==> src/rtl/lut_cfg_pkg.sv <==
// Shared types and helpers for the LUT configuration loader.
// Contents: loader FSM state enum, truth-table width, odd-parity helper.
package lut_cfg_pkg;

    // Truth-table bits per 3-input LUT (2**3)
    localparam int unsigned LUT_INIT_W = 8;
    localparam int unsigned BIT_CNT_W  = 3;

    typedef enum logic [2:0] {
        IDLE,
        SHIFT,
        PAR,
        COMMIT,
        DONE,
        ERR
    } state_t;

    // Bit that makes the word plus parity bit contain an odd number of ones
    function automatic logic odd_parity(input logic [LUT_INIT_W-1:0] w);
        return ~(^w);
    endfunction

endpackage

==> src/rtl/lut_cfg_shreg.sv <==
// MSB-first serial-to-parallel assembler for one LUT truth-table word.
// Ports:
//   clk, rst      clock, synchronous active-high reset
//   clr           restart the word (counter and history cleared)
//   shift_en      accept bit_in this cycle
//   bit_in        serial data
//   word_c        assembled word including the bit arriving this cycle
//   word_full_c   this shift completes the current 8-bit word
module lut_cfg_shreg
    import lut_cfg_pkg::*;
(
    input  logic                  clk,
    input  logic                  rst,
    input  logic                  clr,
    input  logic                  shift_en,
    input  logic                  bit_in,
    output logic [LUT_INIT_W-1:0] word_c,
    output logic                  word_full_c
);

    localparam logic [BIT_CNT_W-1:0] LAST_BIT = BIT_CNT_W'(LUT_INIT_W - 1);

    // Only the previous 7 bits need storage; the 8th is the incoming bit
    logic [LUT_INIT_W-2:0] sr_q;
    logic [BIT_CNT_W-1:0]  cnt_q;

    assign word_c      = {sr_q, bit_in};
    assign word_full_c = shift_en && (cnt_q == LAST_BIT);

    // History register and bit counter; counter wraps naturally at 8
    always_ff @(posedge clk) begin
        if (rst || clr) begin
            sr_q  <= '0;
            cnt_q <= '0;
        end else if (shift_en) begin
            sr_q  <= word_c[LUT_INIT_W-2:0];
            cnt_q <= cnt_q + BIT_CNT_W'(1);
        end
    end

endmodule

==> src/rtl/lut_cfg_loader.sv <==
// Serial configuration loader for the 3-input LUT array. Assembles one
// truth-table word per LUT in a shadow buffer and commits all words at once,
// holding the LUT enable low while a load is in progress.
// Build option: define CFG_PARITY_EN to expect an odd-parity bit after each
// word; a mismatch ends the load in ERR without commit.
// Ports:
//   clk, rst        clock, synchronous active-high reset
//   cfg_start       begin a load (IDLE/DONE/ERR only)
//   cfg_abort       abandon the load without commit (wins over everything)
//   cfg_bit         serial data, word 0 first, MSB first
//   cfg_bit_valid   cfg_bit valid this cycle
//   cfg_bit_ready   loader accepts a bit this cycle
//   cfg_busy        load in progress
//   cfg_done        one-cycle pulse after a successful commit
//   cfg_err         sticky parity error flag
//   lut_init        committed truth tables, LUT k at [k*8 +: 8]
//   lut_enable      enable to all LUTs
module lut_cfg_loader
    import lut_cfg_pkg::*;
#(
    parameter int unsigned NUM_LUTS = 4
) (
    input  logic                           clk,
    input  logic                           rst,
    input  logic                           cfg_start,
    input  logic                           cfg_abort,
    input  logic                           cfg_bit,
    input  logic                           cfg_bit_valid,
    output logic                           cfg_bit_ready,
    output logic                           cfg_busy,
    output logic                           cfg_done,
    output logic                           cfg_err,
    output logic [NUM_LUTS*LUT_INIT_W-1:0] lut_init,
    output logic                           lut_enable
);

    localparam int unsigned CFG_W = NUM_LUTS * LUT_INIT_W;
    localparam int unsigned IDX_W = (NUM_LUTS > 1) ? $clog2(NUM_LUTS) : 1;
    localparam logic [IDX_W-1:0] LAST_IDX = IDX_W'(NUM_LUTS - 1);

    state_t             state_q, state_n;
    logic [IDX_W-1:0]   idx_q, idx_n;
    logic [CFG_W-1:0]   shadow_q;
    logic               has_cfg_q;

    logic               accept;
    logic               last_word;
    logic               start_ok;
    logic               shift_en;
    logic               shreg_clr;
    logic               wr_word;
    logic               commit;
    logic               enable_n;
    logic               done_n;
    logic               err_n;
    logic [LUT_INIT_W-1:0] word_c;
    logic               word_full_c;

    lut_cfg_shreg u_shreg (
        .clk         (clk),
        .rst         (rst),
        .clr         (shreg_clr),
        .shift_en    (shift_en),
        .bit_in      (cfg_bit),
        .word_c      (word_c),
        .word_full_c (word_full_c)
    );

    // Next-state and next-output decode
    always_comb begin
        state_n   = state_q;
        idx_n     = idx_q;
        enable_n  = lut_enable;
        done_n    = 1'b0;
        err_n     = cfg_err;
        commit    = 1'b0;
        shift_en  = 1'b0;
        shreg_clr = 1'b0;
        wr_word   = 1'b0;
        start_ok  = 1'b0;
        accept    = cfg_bit_valid && cfg_bit_ready;
        last_word = (idx_q == LAST_IDX);

        case (state_q)
            IDLE, DONE, ERR: begin
                start_ok = cfg_start;
            end
            SHIFT: begin
                if (accept) begin
                    shift_en = 1'b1;
                    if (word_full_c) begin
                        wr_word = 1'b1;
`ifdef CFG_PARITY_EN
                        state_n = PAR;
`else
                        if (last_word) begin
                            state_n = COMMIT;
                            idx_n   = '0;
                        end else begin
                            idx_n = idx_q + IDX_W'(1);
                        end
`endif
                    end
                end
            end
            PAR: begin
`ifdef CFG_PARITY_EN
                // The word just completed already sits in the shadow slot
                if (accept) begin
                    if (cfg_bit != odd_parity(shadow_q[idx_q*LUT_INIT_W +: LUT_INIT_W])) begin
                        state_n  = ERR;
                        idx_n    = '0;
                        err_n    = 1'b1;
                        enable_n = has_cfg_q;
                    end else if (last_word) begin
                        state_n = COMMIT;
                        idx_n   = '0;
                    end else begin
                        state_n = SHIFT;
                        idx_n   = idx_q + IDX_W'(1);
                    end
                end
`else
                state_n = IDLE;
`endif
            end
            COMMIT: begin
                commit   = 1'b1;
                state_n  = DONE;
                done_n   = 1'b1;
                enable_n = 1'b1;
            end
            default: begin
                state_n = IDLE;
            end
        endcase

        if (start_ok) begin
            state_n   = SHIFT;
            idx_n     = '0;
            enable_n  = 1'b0;
            err_n     = 1'b0;
            shreg_clr = 1'b1;
        end

        // Abort overrides start, bit acceptance, commit and error entry
        if (cfg_abort) begin
            state_n   = IDLE;
            idx_n     = '0;
            enable_n  = has_cfg_q;
            done_n    = 1'b0;
            err_n     = cfg_err;
            commit    = 1'b0;
            shift_en  = 1'b0;
            wr_word   = 1'b0;
            shreg_clr = 1'b1;
        end
    end

    // State, shadow buffer and registered outputs
    always_ff @(posedge clk) begin
        if (rst) begin
            state_q       <= IDLE;
            idx_q         <= '0;
            shadow_q      <= '0;
            has_cfg_q     <= 1'b0;
            lut_init      <= '0;
            lut_enable    <= 1'b0;
            cfg_done      <= 1'b0;
            cfg_err       <= 1'b0;
            cfg_busy      <= 1'b0;
            cfg_bit_ready <= 1'b0;
        end else begin
            state_q <= state_n;
            idx_q   <= idx_n;
            if (wr_word) begin
                shadow_q[idx_q*LUT_INIT_W +: LUT_INIT_W] <= word_c;
            end
            if (commit) begin
                lut_init  <= shadow_q;
                has_cfg_q <= 1'b1;
            end
            lut_enable    <= enable_n;
            cfg_done      <= done_n;
            cfg_err       <= err_n;
            cfg_busy      <= (state_n == SHIFT) || (state_n == PAR);
            cfg_bit_ready <= (state_n == SHIFT) || (state_n == PAR);
        end
    end

endmodule

==> config.mk <==
export PLATFORM = sky130hd
export DESIGN_NAME = lut_cfg_loader
export DESIGN_NICKNAME = d
export VERILOG_FILES = /design/src/rtl/lut_cfg_pkg.sv /design/src/rtl/lut_cfg_shreg.sv /design/src/rtl/lut_cfg_loader.sv
export SDC_FILE = /design/constraint.sdc
export NUM_CORES = 1
export LEC_CHECK = 0
export CELL_PAD_IN_SITES_DETAIL_PLACEMENT = 1
export CELL_PAD_IN_SITES_GLOBAL_PLACEMENT = 2
export CORE_UTILIZATION = 36
export CTS_CLUSTER_SIZE = 10
export DETAILED_ROUTE_END_ITERATION = 10
export HOLD_SLACK_MARGIN = 0.15
export PLACE_DENSITY = 0.91
export SLEW_MARGIN = 0
export SYNTH_ARGS = -nofsm -noshare
export SYNTH_HDL_FRONTEND = slang
export SYNTH_SLANG_ARGS = --single-unit
==> constraint.sdc <==
create_clock -name clk -period 5.3 [get_ports clk]
set_input_delay 0.53 -clock clk [delete_from_list [all_inputs] [get_ports clk]]
set_output_delay 0.53 -clock clk [all_outputs]
set_load 0.02 [all_outputs]
* Yosys cells after proc, flatten, opt, wreduce, memory -nomap -nowiden
Index checks and enable logic that the tools add are counted.
** Storage, ports and cells
- Bits in registers :: 83
- Input bits :: 6
- Output and inout port bits :: 37
** Cells by class
- Reductions and logical operators :: 9
- Equality and inequality tests :: 8
- Shift-type cells :: 2
- Add/sub/neg operators :: 3
- Mux-type cells :: 23
** Operators with widths (count)
- 5-bit negator with 34-bit output :: 1
- 8-bit by 34-bit variable shift with 32-bit output (first input constant) :: 1
- 8-bit by 34-bit indexed part select with 32-bit output :: 1
- 32-bit bitwise mux :: 1
- 1-bit two-way mux :: 15
- 3-bit two-way mux :: 5
- 3-bit equality test (second input constant) :: 3
- 3-bit case mux with 3 select lines :: 1
- 3-bit by 1-bit equality test with 1-bit output (second input constant) :: 2
- 3-bit by 2-bit equality test with 1-bit output (second input constant) :: 2
- 3-bit OR reduction :: 2
- 3-bit by 1-bit adder with 3-bit output (second input constant) :: 1
- 3-bit zero test :: 1
- 3-bit AND reduction :: 1
- 3-bit nonzero test :: 1
- 2-bit by 1-bit adder with 2-bit output (second input constant) :: 1
- 2-bit equality test (second input constant) :: 1
- 1-bit logical AND :: 2
- 1-bit logical OR :: 2
- 2-bit two-way mux :: 1

* Logic depth before layout (Yosys ltp)
Gate-level depths: netlist of the first run.
- Word-level depth :: 12
- Mapped depth :: 6
- Depth with buffers taken out :: 5

* By module
A second synthesis of the first run with hierarchy kept.
** Unflattened totals
- Cell total of the unflattened synthesis :: 377
- Area total of the unflattened synthesis :: 3505.9 µm²
** By module, submodules not included
- lut_cfg_loader :: cells an instance 340, times used 1, area each 3100.5 µm²
- lut_cfg_shreg :: cells an instance 37, times used 1, area each 405.4 µm²

* Least setup slack after synthesis of the first run
Ideal clock, no wire load.
- Path type :: reg-to-reg
- From :: reg idx_q[0]
- To :: reg shadow_q[16]
- Data arrival time :: 1.640 ns
- Required time :: 5.228 ns
- Setup slack :: 3.588 ns
- Library setup time :: 0.072 ns
- Buffers on the path :: 0
- Stages on the path, launching flop included :: 6
- Cell sequence :: dfxtp_1 > inv_1 > ha_1 > nor3b_1 > nand2_1 > mux2i_1
** On the way
- Cells in the longest elaborated chain, start to end :: 3
** RTL lines
- from (decl) :: line lut_cfg_loader.sv:42 : logic [IDX_W-1:0] idx_q, idx_n;
- from (signal assigned) :: line lut_cfg_loader.sv:175 : idx_q <= idx_n;
- 5-bit negator with 34-bit output * :: line lut_cfg_loader.sv:177 : shadow_q[idx_q*LUT_INIT_W +: LUT_INIT_W] <= word_c;
- 8-bit by 34-bit indexed part select with 32-bit output or 8-bit by 34-bit variable shift with 32-bit output (tied branches) :: line lut_cfg_loader.sv:177
- 32-bit bitwise mux * :: line lut_cfg_loader.sv:177
- to (signal, indexed assignment) :: line lut_cfg_loader.sv:177
- to (decl) :: line lut_cfg_loader.sv:43 : logic [CFG_W-1:0] shadow_q;
Every way passes the cells marked *; elsewhere a longest branch is shown, timed or not.
A chain may end at the register's enable or synchronous reset.

* Worst setup path in the final report of the first run
- From :: in cfg_abort
- To :: reg lut_init[9]
** On the way
- Cells in the longest elaborated chain, start to end :: 1
** RTL lines
- from (decl) :: line lut_cfg_loader.sv:26 : input logic cfg_abort,
- 1-bit two-way mux :: line lut_cfg_loader.sv:147 : if (cfg_abort) begin
- to (signal assigned) :: line lut_cfg_loader.sv:180 : lut_init <= shadow_q;
- to (decl) :: line lut_cfg_loader.sv:33 : output logic [NUM_LUTS*LUT_INIT_W-1:0] lut_init,
Every way passes these cells.

==> results_tabular.tex, run 1 <==
\begin{tabular}{lr}
\hline
Metric & Value \\
\hline
\multicolumn{2}{l}{\textbf{Critical path}} \\
\quad RR Startpoint & idx\_q[0] \\
\quad Required time of the critical path & 5.57 ns \\
\quad Arrival time reported for the critical path endpoint & 2.57 ns \\
\quad Worst path cell trace & clkdlybuf4s50\_1 -> nor4bb\_4 -> buf\_4 -> nand2\_1 -> a21oi\_1 \\
\quad Setup slack of the most critical reg-to-reg path & 3.05 ns \\
\quad Capturing element of the worst setup path & lut\_init[9] \\
\quad Worst Setup Start Kind & input pin \\
\quad Timing startpoint of the critical path & cfg\_abort \\
\quad Worst-path cell with the longest stage delay & nor4bb\_4 \\
\quad Worst Path Class, Setup & in2reg \\
\quad Type of element capturing the critical path & flop \\
\quad FF-to-FF path depth & 5 \\
\quad Delay of the slowest critical-path stage & 0.85 ns \\
\quad Maximum fanout along the worst path & 20 \\
\quad End of the worst register-to-register path & shadow\_q[1] \\
\multicolumn{2}{l}{\textbf{Global route}} \\
\quad Number of antenna violations at the first check in global routing & 0 \\
\quad Global-route wire length before repair & 13.50 mm \\
\quad Combined global-route utilization of all metal layers & 0.1739 \\
\quad Via count of the first global-routing pass & 2,732 \\
\quad Largest net degree at the start of global routing & 79 \\
\quad Final global-route overflow total & 0 \\
\multicolumn{2}{l}{\textbf{Power and ir drop}} \\
\quad Cell internal power dissipation & 0.0008857 W \\
\quad Combinational cell fraction of total power & 0.027 \\
\quad Leakage power & 1.323 nW \\
\quad Switching share of total power & 0.2139 \\
\quad Clock share of power & 0.419 \\
\quad Maximum VDD drop & 0.1060 mV \\
\quad Power density over cell area & 270.6 mW/mm2 \\
\quad Sequential share of power & 0.554 \\
\quad Psw & 0.0002410 W \\
\multicolumn{2}{l}{\textbf{Timing}} \\
\quad Crit share post-route & 0.4335 \\
\quad Final Max Slew Viols & 0 \\
\quad Final clock skew & 0.005933 ns \\
\quad Max\_slew headroom & 0.4024 \\
\quad Hold slack & 0.4559 ns \\
\quad Number of hold violations in the final report & 0 \\
\quad Highest clock rate & 435.3 MHz \\
\quad Total Neg Setup Slack & 0 ns \\
\quad Time the worst path needs with I/O delays and setup & 2.298 ns \\
\quad Setup repair after global routing missed its margin & no \\
\quad Slew of the pin with the lowest slew margin & 0.8944 ns \\
\quad Total setup violations reported at the end of the flow & 0 \\
\multicolumn{2}{l}{\textbf{Yosys}} \\
\quad Number of flops mapped to enable cells by yosys & 0 \\
\quad Count of distinct cell types in the synthesized netlist & 32 \\
\quad Synth top area share & 0.4805 \\
\quad Register bit count reported by yosys & 83 \\
\quad Yosys Warn Count & 0 \\
\quad Most common cell in the netlist & nand2\_1 \\
\quad Net Count, Synth & 406 \\
\quad Dominant register cell in the synthesized netlist & dfxtp\_1 \\
\quad Largest cells by area after synthesis & dfxtp\_1 (48\%), nand2\_1 (11\%), mux2i\_1 (9.6\%), a21oi\_1 (6.7\%), nand2b\_1 (6.2\%) \\
\quad Netlist area before placement & 0.003458 mm2 \\
\quad Cell count after synthesis & 392 \\
\quad Most instantiated cells after synthesis & nand2\_1 (98), dfxtp\_1 (83), a21oi\_1 (46) \\
\quad Share of flip-flops with an asynchronous set or reset after synthesis & 0 \\
\quad Dominant cell type by area after synthesis & dfxtp\_1 \\
\quad Mean post-synth cell area & 8.822 um2 \\
\quad Register area share after synthesis & 0.4805 \\
\multicolumn{2}{l}{\textbf{Min path}} \\
\quad Hold WC Path Type & reg2reg \\
\quad Hold Crit Start & lut\_init[31] \\
\multicolumn{2}{l}{\textbf{Drt}} \\
\quad Number of DRC markers after the initial detailed-route iteration & 69 \\
\quad Average vias per placed instance & 4.748 \\
\quad Final routed DRC violation total & 0 \\
\quad Average detailed-routed wire length per instance & 14.55 um \\
\quad First-pass iteration count of the detailed router & 4 \\
\quad Total length of routed wires & 8.090 mm \\
\quad Antenna violation net count after detailed routing & 0 \\
\quad Vias after detailed routing & 2,640 \\
\multicolumn{2}{l}{\textbf{Floorplan}} \\
\quad Die Height & 100.0 um \\
\quad Core area & 0.009284 mm2 \\
\quad Horizontal die dimension & 100.0 um \\
\quad I/O Pins & 43 \\
\quad Die outline area & 0.01000 mm2 \\
\quad Starting Density & 0.3725 \\
\quad Count of standard-cell rows & 35 \\
\multicolumn{2}{l}{\textbf{Clock tree}} \\
\quad Deepest clock path buffer count & 2 \\
\quad Resized Gates After CTS & 0 \\
\quad Clock tree from TritonCTS & done \\
\quad Clock-pin slew reported for the worst setup and hold paths after clock tree synthesis & 0.08 ns \\
\quad Clock latency at the later pin of the worst-skew pair & 0.35 ns \\
\quad Clock sink count & 83 \\
\quad Number of buffers added by the clock tree synthesis step & 9 \\
\quad H-Tree Level Count & 3 \\
\quad Post-CTS Hold Buffers & 0 \\
\quad Root Buffer Master & clkbuf\_8 \\
\quad Setup Fix Bufs, Post-CTS & 0 \\
\multicolumn{2}{l}{\textbf{Cells and area}} \\
\quad Final net count & 438 \\
\quad Area added between synthesis and finish & 20.41\% \\
\quad Number of inserted diodes & 0 \\
\quad Reg area & 0.001662 mm2 \\
\quad Non-filler cells, final & 556 \\
\quad Share of post-route cells with drive strength above 1 & 0.06557 \\
\quad Filler cells & 1,135 \\
\quad Final core utilization & 0.4485 \\
\quad Post-route standard cell area excluding fillers & 0.004164 mm2 \\
\quad Multi-input combinational cell area & 0.001679 mm2 \\
\multicolumn{2}{l}{\textbf{Placement}} \\
\quad Dpl cells & 542 \\
\quad Placer Congestion & 0.7317 \\
\quad DP HPWL & 5.331 mm \\
\quad Cell area reported after detailed placement & 0.003964 mm2 \\
\quad Number of port buffers & 41 \\
\multicolumn{2}{l}{\textbf{Outcome}} \\
\quad Run status & finished clean \\
\multicolumn{2}{l}{\textbf{Flow run}} \\
\quad Max-cap violations & 0 \\
\hline
\end{tabular}
==> state kept, by name, summed over array words and instances (netlist names) <==
signal and count:
has_cfg_q 1, u_shreg.cnt_q 3, cfg_done 1, cfg_busy 1, lut_enable 1, shadow_q 32
lut_init 32, state_q 3, idx_q 2, u_shreg.sr_q 7
==> cell families after synthesis <==
family | synth area share
buffers and inverters | 0.03835
AOI/OAI and AO/OA | 0.09081
adders and majority gates | 0.02894
muxes | 0.09551
DFF | 0.4805
other | 0.001084
and+or+nand+nor | 0.2648
==> placed cells by master, fill, tap and decap left out, types with 2 or more instances in the layout <==
master           count
nand3_1              9
inv_1                5
nor3_4               4
mux2i_1             33
a21oi_1             46
buf_4                5
clkdlybuf4s50_1     40
clkbuf_8            12
nor2b_1             10
o21ai_0             14
nand2_1             98
nand2b_1            34
nor2_1               6
nor3b_1              2
ha_1                 8
dfxtp_1             83
==> metrics by stage <==
stage / setup WS [ns] / total power [W]
2_1_floorplan: 3.588 / 0.0006596
3_3_place_gp: 2.794 / 0.0006697
3_5_place_dp: 2.633 / 0.0006703
4_1_cts: 3.000 / 0.001136
5_1_grt: 2.833 / 0.001164
6_report: 3.002 / 0.001127
==> worst max-delay path: cells and delay by family <==
family	cells	cell delay, ns
simple gates	2	0.93
buf+inv	2	0.95
compound gates	1	0.14
==> power by group through the flow <==
| stage | Combinational [W] | Clock (W) | Sequential (W) |
|---|---|---|---|
| after CTS | 0.0000307 | 0.000481 | 0.000625 |
| final | 0.0000299 | 0.000472 | 0.000625 |
| after global placement | 0.0000301 | 0 | 0.000640 |
| after floorplan | 0.0000198 | 0 | 0.000640 |
| after detailed placement | 0.0000307 | 0 | 0.000640 |
| after global routing | 0.0000325 | 0.000506 | 0.000625 |
==> metal layers <==
metal	GRT usage	vias up	routed length, um	share of wire
li1	-	1357	-	-
met5	0	-	0	0
met4	0.07023	0	125	0.015
met1	0.2254	1230	4045	0.50
met3	0.02577	13	239	0.030
met2	0.2912	40	3680	0.45
==> layout make-up <==
cell class                      instances  share of cell area
Multi-Input combinational cell        279              0.4032
Clock buffer                           12             0.03966
Tap cell                              129             0.03876
Clock inverter                          2            0.008413
Inverter                                5            0.004507
Timing Repair Buffer                   46              0.1064
Sequential cell                        83              0.3990
==> worst min-delay path by stage <==
stage / end / slack, ns / cells after the start
floorplan: lut_init[28] / 0.43 / 2
global placement: lut_init[29] / 0.44 / 2
detailed placement: lut_init[31] / 0.45 / 2
CTS: lut_init[29] / 0.46 / 2
global route: lut_init[1] / 0.48 / 2
finish: lut_init[31] / 0.46 / 2
No activity file was read; power rests on OpenSTA's default activity.
==> run 2, diff against run 1 <==
--- a/config.mk
+++ b/config.mk
@@ -7,11 +7,11 @@
 export LEC_CHECK = 0
 export CELL_PAD_IN_SITES_DETAIL_PLACEMENT = 1
 export CELL_PAD_IN_SITES_GLOBAL_PLACEMENT = 2
-export CORE_UTILIZATION = 36
+export CORE_UTILIZATION = 30
 export CTS_CLUSTER_SIZE = 10
 export DETAILED_ROUTE_END_ITERATION = 10
 export HOLD_SLACK_MARGIN = 0.15
-export PLACE_DENSITY = 0.91
+export PLACE_DENSITY = 0.81
 export SLEW_MARGIN = 0
 export SYNTH_ARGS = -nofsm -noshare
 export SYNTH_HDL_FRONTEND = slang
==> constraint.sdc (replaced) <==
create_clock -name clk -period 1.85 [get_ports clk]
set_input_delay 0.185 -clock clk [delete_from_list [all_inputs] [get_ports clk]]
set_output_delay 0.185 -clock clk [all_outputs]
set_load 0.02 [all_outputs]
==> results_tabular.tex, run 2 (synthesis results as in run 1) <==
\begin{tabular}{lr}
\hline
Metric & Value \\
\hline
\multicolumn{2}{l}{\textbf{Timing}} \\
\quad Number of hold violations in the final report & 0 (unchanged) \\
\quad Setup repair after global routing missed its margin & no \\
\quad Highest clock rate & 613.5 MHz \\
\quad Final clock skew & 0.006725 ns (+0.0007918 ns) \\
\quad Time the worst path needs with I/O delays and setup & 1.630 ns \\
\quad Final Max Slew Viols & 0 (unchanged) \\
\quad Crit share post-route & 0.8811 \\
\quad Total setup violations reported at the end of the flow & 0 (unchanged) \\
\quad Setup ws final & 0.2199 ns (-2.783 ns) \\
\quad Slew of the pin with the lowest slew margin & 0.5280 ns (-0.3664 ns) \\
\quad Max\_slew headroom & 0.6473 (+0.2448) \\
\quad Total Neg Setup Slack & 0 ns (unchanged) \\
\multicolumn{2}{l}{\textbf{Placement}} \\
\quad Number of port buffers & 41 (unchanged) \\
\quad DP HPWL & 5.813 mm (+9.0\%) \\
\quad Placer Congestion & 0.7481 (+2.2\%) \\
\quad Dpl cells & 570 (+5.2\%) \\
\quad Place WS & 0.1267 ns (-2.506 ns) \\
\multicolumn{2}{l}{\textbf{Cells and area}} \\
\quad Filler cells & 1,307 (+15\%) \\
\quad Non-filler cells, final & 585 (+5.2\%) \\
\quad Leading cell types in the layout, fill and taps excluded & nand2\_1 (98), dfxtp\_1 (83), a21oi\_1 (46), clkdlybuf4s50\_1 (40), nand2b\_1 (34) \\
\quad Most common cell after layout, fill and taps aside & nand2\_1 \\
\quad Largest registers & lut\_init (32), shadow\_q (32), u\_shreg.sr\_q (7) \\
\quad Area added between synthesis and finish & 30.57\% \\
\quad Final net count & 455 (+3.9\%) \\
\quad Share of post-route cells with drive strength above 1 & 0.1034 (+0.03780) \\
\quad Number of inserted diodes & 0 (unchanged) \\
\multicolumn{2}{l}{\textbf{Clock tree}} \\
\quad Setup Fix Bufs, Post-CTS & 0 (unchanged) \\
\quad Resized Gates After CTS & 0 (unchanged) \\
\quad Clock tree from TritonCTS & done \\
\quad Number of buffers added by the clock tree synthesis step & 9 (unchanged) \\
\quad Post-CTS Hold Buffers & 0 (unchanged) \\
\quad H-Tree Level Count & 3 (unchanged) \\
\quad Clock-pin slew reported for the worst setup and hold paths after clock tree synthesis & 0.06 ns (-0.02 ns) \\
\quad Clock sink count & 83 (unchanged) \\
\quad Deepest clock path buffer count & 2 (unchanged) \\
\quad Root Buffer Master & clkbuf\_16 \\
\quad Clock latency at the later pin of the worst-skew pair & 0.33 ns (-0.02 ns) \\
\multicolumn{2}{l}{\textbf{Global route}} \\
\quad Via count of the first global-routing pass & 2,843 (+4.1\%) \\
\quad Number of antenna violations at the first check in global routing & 0 (unchanged) \\
\quad Final global-route overflow total & 0 (unchanged) \\
\quad Combined global-route utilization of all metal layers & 0.1585 (-0.01541) \\
\quad Global-route wire length before repair & 14.38 mm (+6.5\%) \\
\quad Largest net degree at the start of global routing & 34 (-57\%) \\
\multicolumn{2}{l}{\textbf{Outcome}} \\
\quad Run status & finished clean \\
\multicolumn{2}{l}{\textbf{Floorplan}} \\
\quad Core area & 0.01103 mm2 (+19\%) \\
\quad Count of standard-cell rows & 38 (+8.6\%) \\
\quad Die outline area & 0.01196 mm2 (+20\%) \\
\quad Starting Density & 0.3135 (-0.05899) \\
\quad I/O Pins & 43 (unchanged) \\
\quad Horizontal die dimension & 109.4 um (+9.4\%) \\
\quad Die Height & 109.4 um (+9.4\%) \\
\multicolumn{2}{l}{\textbf{Critical path}} \\
\quad Worst Path Class, Setup & reg2reg \\
\quad End of the worst register-to-register path & shadow\_q[23] \\
\quad Setup slack of the most critical reg-to-reg path & 0.22 ns (-2.83 ns) \\
\quad RR Startpoint & idx\_q[1] \\
\quad Required time of the critical path & 2.11 ns (-3.46 ns) \\
\quad Arrival time reported for the critical path endpoint & 1.89 ns (-0.68 ns) \\
\quad FF-to-FF path depth & 6 (+1) \\
\quad Maximum fanout along the worst path & 8 (-60\%) \\
\quad Worst Setup Start Kind & flop \\
\quad Type of element capturing the critical path & flop \\
\multicolumn{2}{l}{\textbf{Drt}} \\
\quad Final routed DRC violation total & 0 (unchanged) \\
\quad Vias after detailed routing & 2,736 (+3.6\%) \\
\quad Average vias per placed instance & 4.677 (-1.5\%) \\
\quad First-pass iteration count of the detailed router & 4 (unchanged) \\
\quad Average detailed-routed wire length per instance & 14.71 um (+1.1\%) \\
\quad Total length of routed wires & 8.608 mm (+6.4\%) \\
\quad Number of DRC markers after the initial detailed-route iteration & 66 (-4.3\%) \\
\quad Antenna violation net count after detailed routing & 0 (unchanged) \\
\multicolumn{2}{l}{\textbf{Min path}} \\
\quad Hold Crit Start & rst \\
\quad Hold EP & lut\_init[29] \\
\quad Number of stages on the worst hold path & 2 (unchanged) \\
\quad Hold WC Path Type & in2reg \\
\multicolumn{2}{l}{\textbf{Power and ir drop}} \\
\quad Leakage power & 1.498 nW (+13\%) \\
\quad Maximum VDD drop & 0.4970 mV (+370\%) \\
\quad Power density over cell area & 854.4 mW/mm2 (+220\%) \\
\multicolumn{2}{l}{\textbf{Flow run}} \\
\quad Max-cap violations & 0 (unchanged) \\
\hline
\end{tabular}
==> run 2: cell count changes in the layout (fill, tap and decap cells not counted), sizes merged <==
cell	previous run	this run
buf	6	23
clkinv	1	2
clkbuf	12	11
bufinv	1	2
==> run 2: worst max-delay path, stage by stage, from the launching register on <==
cell and delay [ns]:
dfxtp_1 0.41, inv_1 0.11, ha_1 0.40, nor3b_1 0.23, buf_4 0.18, nand2_1 0.08
mux2i_1 0.15
==> run 2: power breakdown <==
part | switching [W] | internal (W) | leakage, nW | total [W]
combinational | 0.0000580 | 0.0000412 | 0.668 | 0.0000992
sequential | 0.00000377 | 0.00179 | 0.668 | 0.00179
clock | 0.000717 | 0.00125 | 0.162 | 0.00197
==> run 2: through the flow <==
step                total power, W  hold slack, ns  area [um2]    util
global route              0.003984          0.2968        4516  0.4094
detailed placement        0.001933          0.4496        4180  0.3790
floorplan                 0.001890          0.2952        3458       -
finish                    0.003858          0.2792        4516  0.4094
global placement          0.001931          0.4453        4180  0.3790
CTS                       0.003907          0.2822        4507  0.4086
==> run 2: per-layer routing <==
layer / wire [um] / track usage / vias up
met5: 0 / 0 / -
met4: 153 / 0.06190 / 0
met3: 266 / 0.03794 / 14
met2: 4039 / 0.2628 / 43
met1: 4149 / 0.1982 / 1290
li1: - / - / 1389
==> run 2: area by class of cell <==
class	instances	area (um2)	area share
flip-flops and latches	83	1662	0.3680
clock inverters	4	73.82	0.01635
repair buffers	63	645.6	0.1430
clock buffers	11	252.7	0.05597
inverters	5	18.77	0.004156
multi-input cells	279	1688	0.3738
well taps	140	175.2	0.03879
==> run 2: worst max path at each step <==
stage,start,to,depth (start not counted)
finish,idx_q[1],shadow_q[23],6
global route,idx_q[1],shadow_q[22],6
CTS,u_shreg.cnt_q[0],idx_q[0],5
detailed placement,cfg_abort,idx_q[0],4
global placement,cfg_abort,idx_q[0],4
floorplan,idx_q[0],shadow_q[16],5
